<file path="src/rtl/sample_phase_sequencer_pkg.sv">
// Shared constants for the sample phase sequencer: channel defaults,
// counter widths and the FSM state encoding.
package sample_phase_sequencer_pkg;

    localparam int NUM_CH_DEF = 8;
    localparam int CH_W_DEF   = 3;

    localparam int DIV_W   = 12;
    localparam int P1C_W   = 4;
    localparam int P2C_W   = 10;
    localparam int STATE_W = 2;

    localparam logic [STATE_W-1:0] IDLE    = 2'd0;
    localparam logic [STATE_W-1:0] WAIT_CH = 2'd1;
    localparam logic [STATE_W-1:0] P1      = 2'd2;
    localparam logic [STATE_W-1:0] P2      = 2'd3;

endpackage

</file>
<file path="src/rtl/sample_phase_sequencer_next_channel_finder.sv">
// Round-robin channel picker: lowest active index above cur_ch, otherwise the
// lowest active index overall (wrap).
module sample_phase_sequencer_next_channel_finder #(
    parameter int NUM_CH = 8,
    parameter int CH_W   = 3
) (
    input  logic [NUM_CH-1:0] active_mask,
    input  logic [CH_W-1:0]   cur_ch,
    output logic [CH_W-1:0]   next_ch,
    output logic              wrap,
    output logic              any_active
);

    logic [CH_W-1:0] lowest;
    logic [CH_W-1:0] above;
    logic            found;

    // Scanning downwards leaves the lowest qualifying index in each result.
    always_comb begin
        lowest = '0;
        above  = '0;
        found  = 1'b0;
        for (int i = NUM_CH - 1; i >= 0; i--) begin
            if (active_mask[i]) begin
                lowest = CH_W'(i);
                if (i > int'(cur_ch)) begin
                    above = CH_W'(i);
                    found = 1'b1;
                end
            end
        end
    end

    assign any_active = |active_mask;
    assign wrap       = ~found;
    assign next_ch    = found ? above : lowest;

endmodule

</file>
<file path="src/rtl/sample_phase_sequencer.sv">
// Per-channel AFE/ADC sampling sequencer: PHASE1 window, PHASE2 window and a
// conversion-start strobe for each active channel in round-robin order.
module sample_phase_sequencer
    import sample_phase_sequencer_pkg::*;
#(
    parameter int NUM_CH = NUM_CH_DEF,
    parameter int CH_W   = CH_W_DEF
) (
    input  logic              HF_CLK,
    input  logic              NRST,
    input  logic              ENSAMP_sync,
    input  logic [11:0]       PHASE1DIV1,
    input  logic [3:0]        PHASE1COUNT,
    input  logic [9:0]        PHASE2COUNT,
    input  logic [NUM_CH-1:0] CHEN,
    input  logic [NUM_CH-1:0] AFERSTCH_sync,
    output logic              PHASE1,
    output logic              PHASE2,
    output logic [CH_W-1:0]   CH_SEL,
    output logic              CONV_START,
    output logic              FRAME_DONE,
    output logic              BUSY
);

    logic [STATE_W-1:0] state;
    logic [DIV_W-1:0]   div_q;
    logic [P1C_W-1:0]   p1c_q;
    logic [P2C_W-1:0]   p2c_q;
    logic [DIV_W-1:0]   div_cnt;
    logic [P1C_W-1:0]   tick_cnt;
    logic [P2C_W-1:0]   p2_cnt;

    logic [NUM_CH-1:0]  active_mask;
    logic [CH_W-1:0]    finder_cur;
    logic [CH_W-1:0]    next_ch;
    logic               wrap;
    logic               any_active;
    logic               in_slot;
    logic               p1_last;
    logic               p2_last;
    logic               start_slot;
    logic               conv_next;

    assign active_mask = CHEN & ~AFERSTCH_sync;
    assign in_slot     = (state == P1) || (state == P2);
    // Outside a slot, searching above the top index yields the lowest active channel.
    assign finder_cur  = in_slot ? CH_SEL : CH_W'(NUM_CH - 1);

    sample_phase_sequencer_next_channel_finder #(
        .NUM_CH (NUM_CH),
        .CH_W   (CH_W)
    ) u_finder (
        .active_mask (active_mask),
        .cur_ch      (finder_cur),
        .next_ch     (next_ch),
        .wrap        (wrap),
        .any_active  (any_active)
    );

    assign p1_last    = (state == P1) && (div_cnt == div_q) && (tick_cnt == p1c_q);
    assign p2_last    = (state == P2) && (p2_cnt == p2c_q);
    assign start_slot = any_active && ((state == IDLE) || (state == WAIT_CH) || p2_last);
    // The strobe is registered, so it is raised on the edge entering the last P2 cycle.
    assign conv_next  = (p1_last && (p2c_q == '0)) ||
                        ((state == P2) && !p2_last && ((p2_cnt + P2C_W'(1)) == p2c_q));

    always_ff @(posedge HF_CLK or negedge NRST) begin
        if (!NRST) begin
            state      <= IDLE;
            PHASE1     <= 1'b0;
            PHASE2     <= 1'b0;
            CH_SEL     <= '0;
            CONV_START <= 1'b0;
            FRAME_DONE <= 1'b0;
            BUSY       <= 1'b0;
            div_q      <= '0;
            p1c_q      <= '0;
            p2c_q      <= '0;
            div_cnt    <= '0;
            tick_cnt   <= '0;
            p2_cnt     <= '0;
        end else if (!ENSAMP_sync) begin
            state      <= IDLE;
            PHASE1     <= 1'b0;
            PHASE2     <= 1'b0;
            CH_SEL     <= '0;
            CONV_START <= 1'b0;
            FRAME_DONE <= 1'b0;
            BUSY       <= 1'b0;
        end else if (start_slot) begin
            state      <= P1;
            CH_SEL     <= next_ch;
            PHASE1     <= 1'b1;
            PHASE2     <= 1'b0;
            CONV_START <= 1'b0;
            FRAME_DONE <= 1'b0;
            BUSY       <= 1'b1;
            div_q      <= PHASE1DIV1;
            p1c_q      <= PHASE1COUNT;
            p2c_q      <= PHASE2COUNT;
            div_cnt    <= '0;
            tick_cnt   <= '0;
        end else begin
            CONV_START <= conv_next;
            FRAME_DONE <= conv_next & wrap;
            BUSY       <= 1'b1;
            case (state)
                P1: begin
                    if (div_cnt == div_q) begin
                        div_cnt <= '0;
                        if (tick_cnt == p1c_q) begin
                            state  <= P2;
                            PHASE1 <= 1'b0;
                            PHASE2 <= 1'b1;
                            p2_cnt <= '0;
                        end else begin
                            tick_cnt <= tick_cnt + P1C_W'(1);
                        end
                    end else begin
                        div_cnt <= div_cnt + DIV_W'(1);
                    end
                end
                P2: begin
                    if (p2_last) begin
                        // Slot finished but nothing is active any more.
                        state  <= WAIT_CH;
                        PHASE2 <= 1'b0;
                        CH_SEL <= '0;
                    end else begin
                        p2_cnt <= p2_cnt + P2C_W'(1);
                    end
                end
                default: begin
                    state  <= WAIT_CH;
                    PHASE1 <= 1'b0;
                    PHASE2 <= 1'b0;
                    CH_SEL <= '0;
                end
            endcase
        end
    end

endmodule

</file>
<file path="config.mk">
export PLATFORM = sky130hd
export DESIGN_NAME = sample_phase_sequencer
export DESIGN_NICKNAME = d
export VERILOG_FILES = /design/src/rtl/sample_phase_sequencer_pkg.sv /design/src/rtl/sample_phase_sequencer_next_channel_finder.sv /design/src/rtl/sample_phase_sequencer.sv
export SDC_FILE = /design/constraint.sdc
export NUM_CORES = 1
export LEC_CHECK = 0
export CAP_MARGIN = 10
export CORE_MARGIN = 3
export CORE_UTILIZATION = 50
export CTS_CLUSTER_DIAMETER = 150
export DETAILED_ROUTE_END_ITERATION = 12
export PLACE_DENSITY = 0.77
export SLEW_MARGIN = 20
export SYNTH_ARGS = -nofsm -noshare
export SYNTH_HDL_FRONTEND = slang
export SYNTH_HIERARCHICAL = 1
export SYNTH_SLANG_ARGS = --single-unit
</file>
<file path="constraint.sdc">
create_clock -name HF_CLK -period 2 [get_ports HF_CLK]
set_input_delay 0.6 -clock HF_CLK [delete_from_list [all_inputs] [get_ports HF_CLK]]
set_output_delay 0.6 -clock HF_CLK [all_outputs]
set_load 0.02 [all_outputs]
</file>
* Word level (Yosys, flattened, before mapping)
Cells that the tools add are included.
** Word-level totals
- Bits in registers :: 62
- Input bits :: 45
- Output and inout bits :: 8
** Cells by class
- $add $sub $neg :: 3
- Magnitude comparators :: 7
- Equal/unequal tests :: 16
- Muxes and demuxes :: 75
- Bitwise gates (word level) :: 5
- Reduce and logical (&&, ||, !) cells :: 25
** Operator list (count)
- $mux 3 :: 27
- $mux 12 :: 3
- $mux 10 :: 3
- $mux 1 :: 28
- $eq 10x10->1 :: 2
- $pmux 10 s2 :: 1
- $mux 4 :: 4
- $add 12x1->12 const B :: 1
- $eq 12x12->1 :: 1
- $gt 3x3->1 const A :: 4
- $add 10x1->10 const B :: 1
- $logic_not 10->1 :: 1
- $mux 2 :: 5
- $and 8x8->8 :: 1
- $ne 4x3->1 const B :: 2
- $not 8->8 :: 1
- $reduce_or 8->1 :: 1
- $logic_and 1x1->1 :: 7
- $gt 2x3->1 const A :: 2
- $ne 3x3->1 const B :: 2
- $pmux 3 s2 :: 1
- $reduce_and 2->1 :: 3
- $reduce_and 3->1 :: 2
- $reduce_and 6->1 :: 1
- other kinds (17) :: 27

* Depth between registers and ports, before layout
Gate-level depths: netlist (run 1).
- Depth after elaboration :: 22
- Gate-level depth with buffers :: 9
- Depth with buffers taken out :: 8

* Cells and area by module
The synthesis (run 1) kept the hierarchy.
** By module, submodules not included
- sample_phase_sequencer :: instances 1, cells an instance 312, area each 3490.8 sq um, seq. area each 1551.5 sq um
- sample_phase_sequencer_next_channel_finder :: instances 1, cells an instance 47, area each 331.6 sq um, seq. area each 0.0 sq um

* Worst setup path before layout (run 1)
Ideal clock, no wire load.
- Path kind :: input to register
- Start :: input port CHEN[3]
- End :: register div_cnt[10]
- Library setup time :: 0.132 ns
- Arrival time :: 2.138 ns
- Data required time :: 1.868 ns
- Slack :: -0.270 ns
- Stages :: 9
- Path buffers :: 1
- Cells stage by stage :: nor2b_1 nor4_1 nand3_1 nand2_1 o21ai_0 clkbuf_1 o211ai_1 xnor2_1 nor2b_1
** Between the ends
- Cells in the longest elaborated chain, start to end :: 5
** Ends and longest elaborated chain
- start, declared :: RTL line sample_phase_sequencer.sv:15 : input logic [NUM_CH-1:0] CHEN,
- $and 8x8->8 (*) :: RTL line sample_phase_sequencer.sv:44 : assign active_mask = CHEN & ~AFERSTCH_sync;
- $reduce_or 8->1 (*) :: RTL line sample_phase_sequencer_next_channel_finder.sv:34 : assign any_active = |active_mask;
- net any_active :: RTL line sample_phase_sequencer.sv:37 : logic any_active;
- $logic_and 1x1->1 (*) :: RTL line sample_phase_sequencer.sv:62 : assign start_slot = any_active && ((state == IDLE) || (state == WAIT_CH) || p2_last);
- $reduce_bool 2->1 (no source line)
- $reduce_and 2->1 (no source line)
- end signal, assigned :: RTL line sample_phase_sequencer.sv:120 : div_cnt <= div_cnt + DIV_W'(1);
- end, declared :: RTL line sample_phase_sequencer.sv:29 : logic [DIV_W-1:0] div_cnt;
Mark *: on every way through the listed nets, which the timed path passes. The rest lies on a longest branch.
A chain may end at the register's enable or synchronous reset.

* Final worst setup path (run 1)
- Start :: register p2_cnt[0]
- End :: register p2c_q[6]
** Between the ends
- Cells in the longest elaborated chain, start to end :: 5
** Ends and longest elaborated chain
- start, declared :: RTL line sample_phase_sequencer.sv:31 : logic [P2C_W-1:0] p2_cnt;
- start signal, assigned :: RTL line sample_phase_sequencer.sv:130 : p2_cnt <= p2_cnt + P2C_W'(1);
- $eq 10x10->1 :: RTL line sample_phase_sequencer.sv:61 : assign p2_last = (state == P2) && (p2_cnt == p2c_q);
- $logic_and 1x1->1 :: RTL line sample_phase_sequencer.sv:61
- $logic_or 1x1->1 :: RTL line sample_phase_sequencer.sv:62
- $logic_and 1x1->1 :: RTL line sample_phase_sequencer.sv:62
- $reduce_and 2->1 (no source line)
- end signal, assigned :: RTL line sample_phase_sequencer.sv:78 : p2c_q <= '0;
- end signal, assigned :: RTL line sample_phase_sequencer.sv:100 : p2c_q <= PHASE2COUNT;
- end, declared :: RTL line sample_phase_sequencer.sv:28 : logic [P2C_W-1:0] p2c_q;
Every way passes these cells.

==> results of run 1 <==
-- state kept, by name (all words and copies together) (netlist names), 2 cells and up --
name and flops:
CH_SEL 3, div_cnt 12, div_q 12, p1c_q 4
p2_cnt 10, p2c_q 10, state 2, tick_cnt 4
-- worst max path at each step --
stage                                      from                      end  slack, ns  cells after the start
after floorplan                         CHEN[4]  div_cnt[10]$_DFFE_PN0P_      -0.06                      9
after global placement         AFERSTCH_sync[2]  div_cnt[11]$_DFFE_PN0P_      -0.55                     10
after detailed placement       AFERSTCH_sync[2]  div_cnt[11]$_DFFE_PN0P_      -0.60                     10
after CTS                  p2c_q[5]$_DFFE_PN0P_     p2c_q[6]$_DFFE_PN0P_      -0.19                      7
after global routing      p2_cnt[0]$_DFFE_PN0P_     p2c_q[6]$_DFFE_PN0P_      -0.24                      7
final                     p2_cnt[0]$_DFFE_PN0P_     p2c_q[6]$_DFFE_PN0P_      -0.18                      7
-- synthesized netlist by cell type (3+ instances only) --
master	n	share of area, %
nor3_1	5	0.65
o2111ai_1	5	1.1
inv_1	10	0.98
and2_1	3	0.49
nand3_1	8	1.0
nor2_1	29	2.8
mux2_4	25	9.8
nor4_1	6	0.98
nand2_1	17	1.7
xor2_1	13	3.0
mux2i_1	3	0.79
nor2b_1	15	2.5
buf_2	6	0.79
nand2b_1	4	0.65
mux2_2	3	0.88
xnor2_1	31	7.1
dfrtp_1	62	41
and3_1	8	1.3
a21oi_1	15	2.0
a22o_1	6	1.4
a31oi_1	6	0.98
o21a_1	5	0.98
o21ai_0	14	1.8
ha_1	3	0.98
nand4_1	7	1.1
a211o_1	3	0.69
-- kinds of logic (layout without fill, tap and decap cells) --
| group | after synthesis | in the layout | synth area share (%) |
|---|---|---|---|
| AOI/OAI and AO/OA | 74 | 74 | 14.7 |
| xor gates and xnor gates | 45 | 45 | 10.5 |
| adders and majority gates | 3 | 3 | 0.982 |
| buffers and inverters | 24 | 166 | 4.09 |
| DFF | 62 | 62 | 40.6 |
| muxes | 31 | 31 | 11.5 |
| and+or+nand+nor | 120 | 120 | 17.7 |
-- placed cells by master (no fill, tap or decap), types with 7 or more instances in the layout --
master           Yosys  layout
inv_1               10      10
xnor2_2              1       7
o21ai_1              2       7
nor2_1              29      26
clkbuf_8             0       9
xnor2_1             31      24
mux2_4              25      26
dlygate4sd2_1        0       7
xor2_1              13      13
nand4_1              7       7
dfrtp_1             62      61
nor2b_4              0       7
clkdlybuf4s50_1      0      42
a21oi_1             15      11
and3_1               8       7
nand2_1             17      16
buf_6                1      14
buf_4                2      71
-- timing repair --
action,4_1_cts,5_1_grt
setup endpoints to repair,55,62
cloned,2,1
buffers inserted,10,3
pin swaps,22,15
gates resized for setup,43,39
-- final cells by class --
cell class	count	area share, %
clock buffer	9	2.20
timing repair buffer	140	22.2
sequential	62	27.6
multi-input combinational	273	44.2
clock inverter	7	0.846
tap	99	2.20
inverter	10	0.668
-- worst max-delay path: cells and delay by family, from the launching register on --
family          cells  cell delay, ns
buf+inv             1            0.19
flops               1            0.48
simple gates        3            0.43
compound gates      1            0.43
mux                 1            0.31
xor+xnor            1            0.21
-- report_power, final --
part           internal [µW]  switching (µW)
clock                    450             553
sequential              1420             186
combinational            887             704
total                   2760            1440
-- metal layers --
layer,track usage [%],vias to the layer above
met2,39.1,162
met5,0,-
met4,10.0,0
met3,6.03,33
met1,30.2,1661
li1,-,1571
-- per-stage QoR --
stage	cells	utilization, %	area (µm²)
finish	600	76.7	5620
global route	600	76.7	5620
CTS	597	74.1	5440
detailed placement	570	68.5	5020
global placement	570	68.5	5020
floorplan	359	-	3930
==> impl_results.md, run 1 <==
- Run status: finished, violations left
- Failing checks: setup timing
- Slew headroom: 70.5%
- Wl on met1: 4.37 mm
- Wirelength, routed: 10.7 mm
- Critical setup path kind: reg2reg
- Clock Tree Root: clkbuf_8
- Sink Count: 62
- Worst slew pin tran: 0.441 ns
- Distinct cells, synth: 63
- Unrepaired setup endpoints after global routing: true
- Yosys warning total: 6
- CTS tree: built
- Grt ovf: 0
- Post-synth EDFFs: 0
- Largest net degree at the start of global routing: 63
- Max clock buf depth: 2
- Crit path largest cell delay: 0.48 ns
- Nature of the critical path endpoint: flop
- Routed length on met3: ~720 µm
- Mapped Area: ~0.0038 mm²
- Hold slack: 0.239 ns
- IO Pins: 53
- Flop2flop setup slack: -0.18 ns
- CP Data Arrival Time: between 2 and 2.5 ns
- DPL Wire Length: 6.87 mm
- RR Endpoint: p2c_q[6]$_DFFE_PN0P_
- Combined area of the multi-input logic cells: 0.00249 mm²
- Via density per instance: 5.71
- Worst-path clk slew: 0.08 ns
- Sequential-to-total area share from yosys stat: approximately 40%
- MaxCap Viol Count: 0
- Slowest CP cell: dfrtp_2
- GPL Wtd Cong: 0.948
- Die Ht: between 90 and 100 µm
- First-pass GRT wire length: ~16 mm
- Post-Syn Area per Cell: 10.6 µm²
- Die Wd: 93.4 µm
- Initial antenna violation count: 0
- Prevailing post-synth register cell: dfrtp_1
- Initial core utilization: 52.1%
- Crit path required time: 2.24 ns
- ANT cells: 0
- Die area: about 0.0087 mm²
- DR WL met2: 5.33 mm
- Fin worst setup slack: -0.182 ns
- Max-slew violation count: 0
- # hold bufs at CTS: 0
- R2r startpoint: p2_cnt[0]$_DFFE_PN0P_
- Startpoint types: flop
- Final hold violations: 0
- Detailed Route Iter0 Violations: 265
- Setup TNS: -5.99 ns
- Hold/Removal Path Class: in2async
- Later-pin clock latency in the skew report: about 0.36 ns
- CTS HTree Levels: 3
- Total power: 4200 µW
- Via count: 3427
- Async SR Flop Fraction: 100%
- I/O Buffers: between 50 and 60
- Critical-path maximum fanout: 16
- Final ANT Viol Nets: 0
- Mapped Cells: 359
- Layout Skew: 0.0133 ns
- Cell row count: 31
- Leakage power: 0.00248 µW
- Peak supply drop: 0.604 mV
- Final period utilization: 109%
- Max Used Layer: met4
- Layout cells sized above 1: approximately two fifths
- Fill count: ~440
- Pre-antenna DRT Iters: 5
- Pre-CTS setup slack: -0.601 ns
- Power Dens Cells: 747 mW/mm²
- Number of global-route vias before repair: roughly 3400
- Final setup fails: 47
- CTS buffer count: 9
- GRT Overall Usage: between 20% and 30%
- Routed wire length per instance: 17.9 µm
- Area Growth Syn to Fin: 47.0%
- Reg2reg path depth: 7
- Fin nets: 544
- Post-Syn Nets: 407
- Core Region: around 0.0073 mm²
- FF/Latch Area: 0.00155 mm²
- # DRC: 0
- Fmax: 0.458 GHz
- Yosys reg bits: 62
- Tmin final: 2.18 ns
- Crit path cell chain: xnor2_4 -> nand4_4 -> o41ai_4 -> nand2_4 -> nor2_8 -> buf_12 -> mux2_4
Note: power is estimated with default switching activity, not from simulation.
==> inputs of run 2 (changes only) <==
Settings changed: CORE_ASPECT_RATIO set to 1.4.
==> impl_results.md, run 2 (synthesized netlist as in run 1, its figures left out) <==
- Run status: finished, violations left
- Failing checks: setup timing
- Critical setup path kind: reg2reg
- Crit path required time: 2.25 ns
- CP Launch Point: p2_cnt[5]$_DFFE_PN0P_
- CTS buffer count: 9
- Slowest CP cell: dfrtp_1
- Grt ovf: 0
- CTS HTree Levels: 3
- Later-pin clock latency in the skew report: 0.37 ns
- Final ANT Viol Nets: 0
- Crit path cell chain: xor2_2 -> nand4b_1 -> o41ai_4 -> buf_4 -> nand2_8 -> nor2_4 -> buf_12 -> buf_16 -> mux2_4
- Largest regs: div_cnt: 12 flops, div_q: 12 flops
- Sink Count: a little over 60
- Initial core utilization: 51.6%
- Final instance area: 0.00591 mm²
- Number of global-route vias before repair: 3511
- Crit path largest cell delay: 0.41 ns
- Initial antenna violation count: 0
- Tmin final: between 2 and 2.5 ns
- Most frequent cells in the layout: buf_4, dfrtp_1, clkdlybuf4s50_1
- Critical-path maximum fanout: 6
- Die area: just under 0.009 mm²
- Routed wire length per instance: between 20 and 25 µm
- Hold/Removal Path Class: in2async
- DPL Wire Length: 6.64 mm
- Sw Pwr: 1490 µW
- Hold slack: around 0.22 ns
- Nature of the critical path endpoint: flop
- Setup TNS: -12.36 ns
- CP Data Arrival Time: 2.59 ns
- Detailed Route Iter0 Violations: roughly 320
- Via count: 3564
- Fin nets: 555
- Final core utilization: 79.8%
- Final setup fails: 60
- Area Growth Syn to Fin: 54.7%
- Layout cells sized above 1: 42.8%
- Logic pwr share: 39.4%
- R2r startpoint: p2_cnt[5]$_DFFE_PN0P_
- Critical path buffers and inverters: 3
- Wirelength, routed: 12.4 mm
- Pre-CTS setup slack: -0.636 ns
- Clock Tree Root: clkbuf_8
- Worst slew pin tran: 0.472 ns
- Fmax: 0.427 GHz
- I/O Buffers: 52
- Leakage power: 0.00263 µW
- # hold bufs at CTS: 0
- Fill count: 418
- Cell row count: 37
- Layout Skew: 0.0117 ns
- Fin worst setup slack: -0.343 ns
- Power Dens Cells: 743 mW/mm²
- Largest net degree at the start of global routing: 63
- Cell family with most CP delay: simple AND/OR/NAND/NOR gates
- Max-slew violation count: 0
- First-pass GRT wire length: roughly 17 mm
- Core Region: 0.00741 mm²
- Final period utilization: 117%
- Slew headroom: 68.4%
- Startpoint types: flop
- Final hold violations: 0
- Pint: slightly below 3000 µW
- Area post-placement: 0.00496 mm²
- ANT cells: 0
- GPL Wtd Cong: 0.854
- # DRC: 0
- Commonest non-fill, non-tap cell in the layout: buf_4
- CTS tree: built
- Max clock buf depth: 2
- Power share of the clock group: 24.3%
- IO Pins: 53
- Die Wd: 79.9 µm
- Pre-antenna DRT Iters: 5
- Peak supply drop: 0.564 mV
- MaxCap Viol Count: 0
- Unrepaired setup endpoints after global routing: true
- Switching part of the total: 33.9%
- Via density per instance: 5.85
- Worst-path clk slew: 0.07 ns
- Sequential share of power: 36.3%
- Die Ht: approximately 110 µm
- GRT Overall Usage: between 20% and 30%
==> run 2: worst paths after layout <==
kind	cells past startpoint	endpoint	slack, ns
min reg2reg	1	div_q[3]$_DFFE_PN0P_	0.54
min in group HF_CLK	1	div_q[3]$_DFFE_PN0P_	0.54
max in group asynchronous	2	p2_cnt[0]$_DFFE_PN0P_	1.47
max reg2reg	9	div_q[5]$_DFFE_PN0P_	-0.34
min	2	p2c_q[5]$_DFFE_PN0P_	0.22
max	9	div_q[5]$_DFFE_PN0P_	-0.34
==> run 2: area by class of cell <==
type                    count  area, µm²  area share (%)
clock buffers              13        169            2.86
clock inverters             3       17.5           0.296
inverters                  10       37.5           0.635
multi-input cells         275       2620            44.4
flip-flops and latches     62       1550            26.3
well taps                  97        121            2.05
repair buffers            149       1390            23.5
==> run 2: metrics by stage <==
step                      total power [µW]  instances
final                                 4400        609
after global routing                  4560        609
after CTS                             4150        600
after detailed placement              2940        563
after global placement                2910        563
after floorplan                       2400        359
==> run 2: power groups by stage <==
stage	clock network [µW]	registers [µW]	logic (µW)
after CTS	1070	1570	1520
after global routing	1120	1610	1830
after global placement	0	1580	1330
after floorplan	0	1580	820
final	1070	1600	1730
after detailed placement	0	1590	1350
==> run 2: per-layer routing <==
metal	routed length (µm)	track usage, %	vias to the layer above
met2	6460	44.5	151
met1	4820	30.2	1772
met5	0	0	-
met3	563	4.67	46
met4	534	17.9	0
li1	-	-	1595
==> run 2: repair_timing <==
item | CTS | global route
pin swaps | 35 | 31
setup endpoints to repair | 54 | 62
resized for setup | 62 | 53
setup buffers | 18 | 15
gates cloned | 4 | 0
==> inputs of run 3 (changes only) <==
--- a/constraint.sdc
+++ b/constraint.sdc
@@ -3,2 +3,2 @@
 set_output_delay 0.6 -clock HF_CLK [all_outputs]
-set_load 0.02 [all_outputs]
+set_load 0.005 [all_outputs]
==> impl_results.md, run 3 (synthesized netlist as in run 1, its figures left out) <==
- ANT cells: 0
- Die area: between 0.008 and 0.009 mm²
- # hold bufs at CTS: 0
- CP Data Arrival Time: approximately 2.6 ns
- Startpoint types: flop
- Flop2flop setup slack: -0.36 ns
- Sequential share of power: between 30% and 40%
- Max clock buf depth: 2
- Final core utilization: 79.8%
- Initial antenna violation count: 0
- Critical setup path kind: reg2reg
- Total power: 4370 µW
- Number of global-route vias before repair: approximately 3500
- Grt ovf: 0
- R2r startpoint: p2_cnt[5]$_DFFE_PN0P_
- Power share of the clock group: between 20% and 30%
- Nature of the critical path endpoint: flop
- GRT Overall Usage: between 20% and 30%
- Later-pin clock latency in the skew report: 0.37 ns
- Fill count: 423
- Worst-path clk slew: roughly 0.070 ns
- Final period utilization: 118%
- First-pass GRT wire length: between 15 and 20 mm
- CTS tree: built
- Sink Count: 62
- MaxCap Viol Count: 0
- Run status: finished, violations left
- Via density per instance: 5.97
- Hold slack: 0.218 ns
- Routed wire length per instance: 20.6 µm
- Layout cells sized above 1: 42.8%
- Critical Path Sink: div_q[5]$_DFFE_PN0P_
- Clock Tree Root: clkbuf_8
- Layout Skew: ~0.0094 ns
- Largest regs: div_cnt: 12 flops, div_q: 12 flops
- Non-filler instance count after layout: 609
- Unrepaired setup endpoints after global routing: true
- Fin worst setup slack: -0.362 ns
- CP Launch Point: p2_cnt[5]$_DFFE_PN0P_
- Wirelength, routed: 12.5 mm
- # placed instances: 563
- DPL Wire Length: 6.64 mm
- Switching part of the total: 33.6%
- Hold/Removal Path Class: in2async
- RR Endpoint: div_q[5]$_DFFE_PN0P_
- CTS buffer count: 9
- Logic pwr share: 39.1%
- Crit path required time: between 2 and 2.5 ns
- Tmin final: around 2.4 ns
- Pre-antenna DRT Iters: 5
- Core Region: 0.00741 mm²
- Final setup fails: a little under 60
- Critical-path maximum fanout: 6
- Most frequent cells in the layout: buf_4, dfrtp_1, clkdlybuf4s50_1
- I/O Buffers: 52
- Detailed Route Iter0 Violations: slightly below 400
- Area Growth Syn to Fin: 54.6%
- Failing checks: setup timing
- GPL Wtd Cong: approximately 0.85
- Die Ht: around 110 µm
- Power Dens Cells: between 700 and 800 mW/mm²
- Reg2reg path depth: 9
- Leakage power: 0.00260 µW
- Pre-CTS setup slack: -0.636 ns
- Final ANT Viol Nets: 0
- Fmax: 0.423 GHz
- IO Pins: 53
- CTS HTree Levels: 3
- Commonest non-fill, non-tap cell in the layout: buf_4
- Worst slew pin tran: 0.467 ns
- Pint: around 2900 µW
- # DRC: 0
- Final hold violations: 0
- Largest net degree at the start of global routing: 63
- Peak supply drop: 0.565 mV
- Slew headroom: 68.8%
- Cell row count: 37
- Via count: 3634
- Initial core utilization: 51.6%
- Sw Pwr: 1470 µW
- Max-slew violation count: 0
- Fin nets: approximately 560
- Die Wd: 79.9 µm
[run 3: worst min-delay path by stage]
stage               slack (ns)  depth (start not counted)                    to                 start
finish                    0.22                          2  p2c_q[5]$_DFFE_PN0P_                  NRST
global route              0.26                          2  p2c_q[5]$_DFFE_PN0P_                  NRST
CTS                       0.25                          2        BUSY$_DFF_PN0_                  NRST
detailed placement        0.52                          1  div_q[3]$_DFFE_PN0P_  div_q[3]$_DFFE_PN0P_
global placement          0.52                          1  div_q[8]$_DFFE_PN0P_  div_q[8]$_DFFE_PN0P_
floorplan                 0.30                          0        BUSY$_DFF_PN0_                  NRST
[run 3: per-stage QoR]
stage                     cell area, µm²  TNS, ns
after floorplan                     3930    -1.17
after global placement              4960   -26.41
after detailed placement            4960   -27.08
after CTS                           5610    -6.16
after global routing                5910   -15.80
final                               5910   -12.90
[run 3: final cells by class]
class / count / area [µm²] / area share, %
clock buffer: 13 / 169 / 2.86
inverter: 10 / 37.5 / 0.635
tap: 97 / 121 / 2.05
timing repair buffer: 149 / 1390 / 23.5
clock inverter: 3 / 17.5 / 0.296
multi-input combinational: 275 / 2620 / 44.4
sequential: 62 / 1550 / 26.3
[run 3: power by group through the flow]
| stage | logic [µW] | registers, µW | clock network [µW] |
|---|---|---|---|
| after floorplan | 820 | 1570 | 0 |
| after global placement | 1320 | 1580 | 0 |
| after detailed placement | 1340 | 1590 | 0 |
| after CTS | 1500 | 1570 | 1070 |
| after global routing | 1810 | 1610 | 1130 |
| final | 1710 | 1600 | 1060 |
[run 3: routing by layer]
metal | global-route usage (%) | vias to the layer above | wire [µm]
li1 | - | 1596 | -
met1 | 30.2 | 1791 | 4760
met2 | 44.5 | 188 | 6460
met3 | 4.67 | 59 | 657
met4 | 17.9 | 0 | 650
met5 | 0 | - | 0
[run 3: critical path, cell delays in order, from the launching register on]
cell and delay [ns]:
dfrtp_1 0.41, xor2_2 0.19, nand4b_1 0.33, o41ai_4 0.35, buf_4 0.19, nand2_8 0.07, nor2_4 0.16, buf_12 0.13
buf_16 0.11, mux2_4 0.29
[run 3: timing repair]
| action | 4_1_cts | 5_1_grt |
|---|---|---|
| setup buffers | 18 | 15 |
| pin swaps | 35 | 31 |
| cloned | 4 | 0 |
| endpoints found under the setup margin | 54 | 60 |
| gates resized for setup | 62 | 51 |
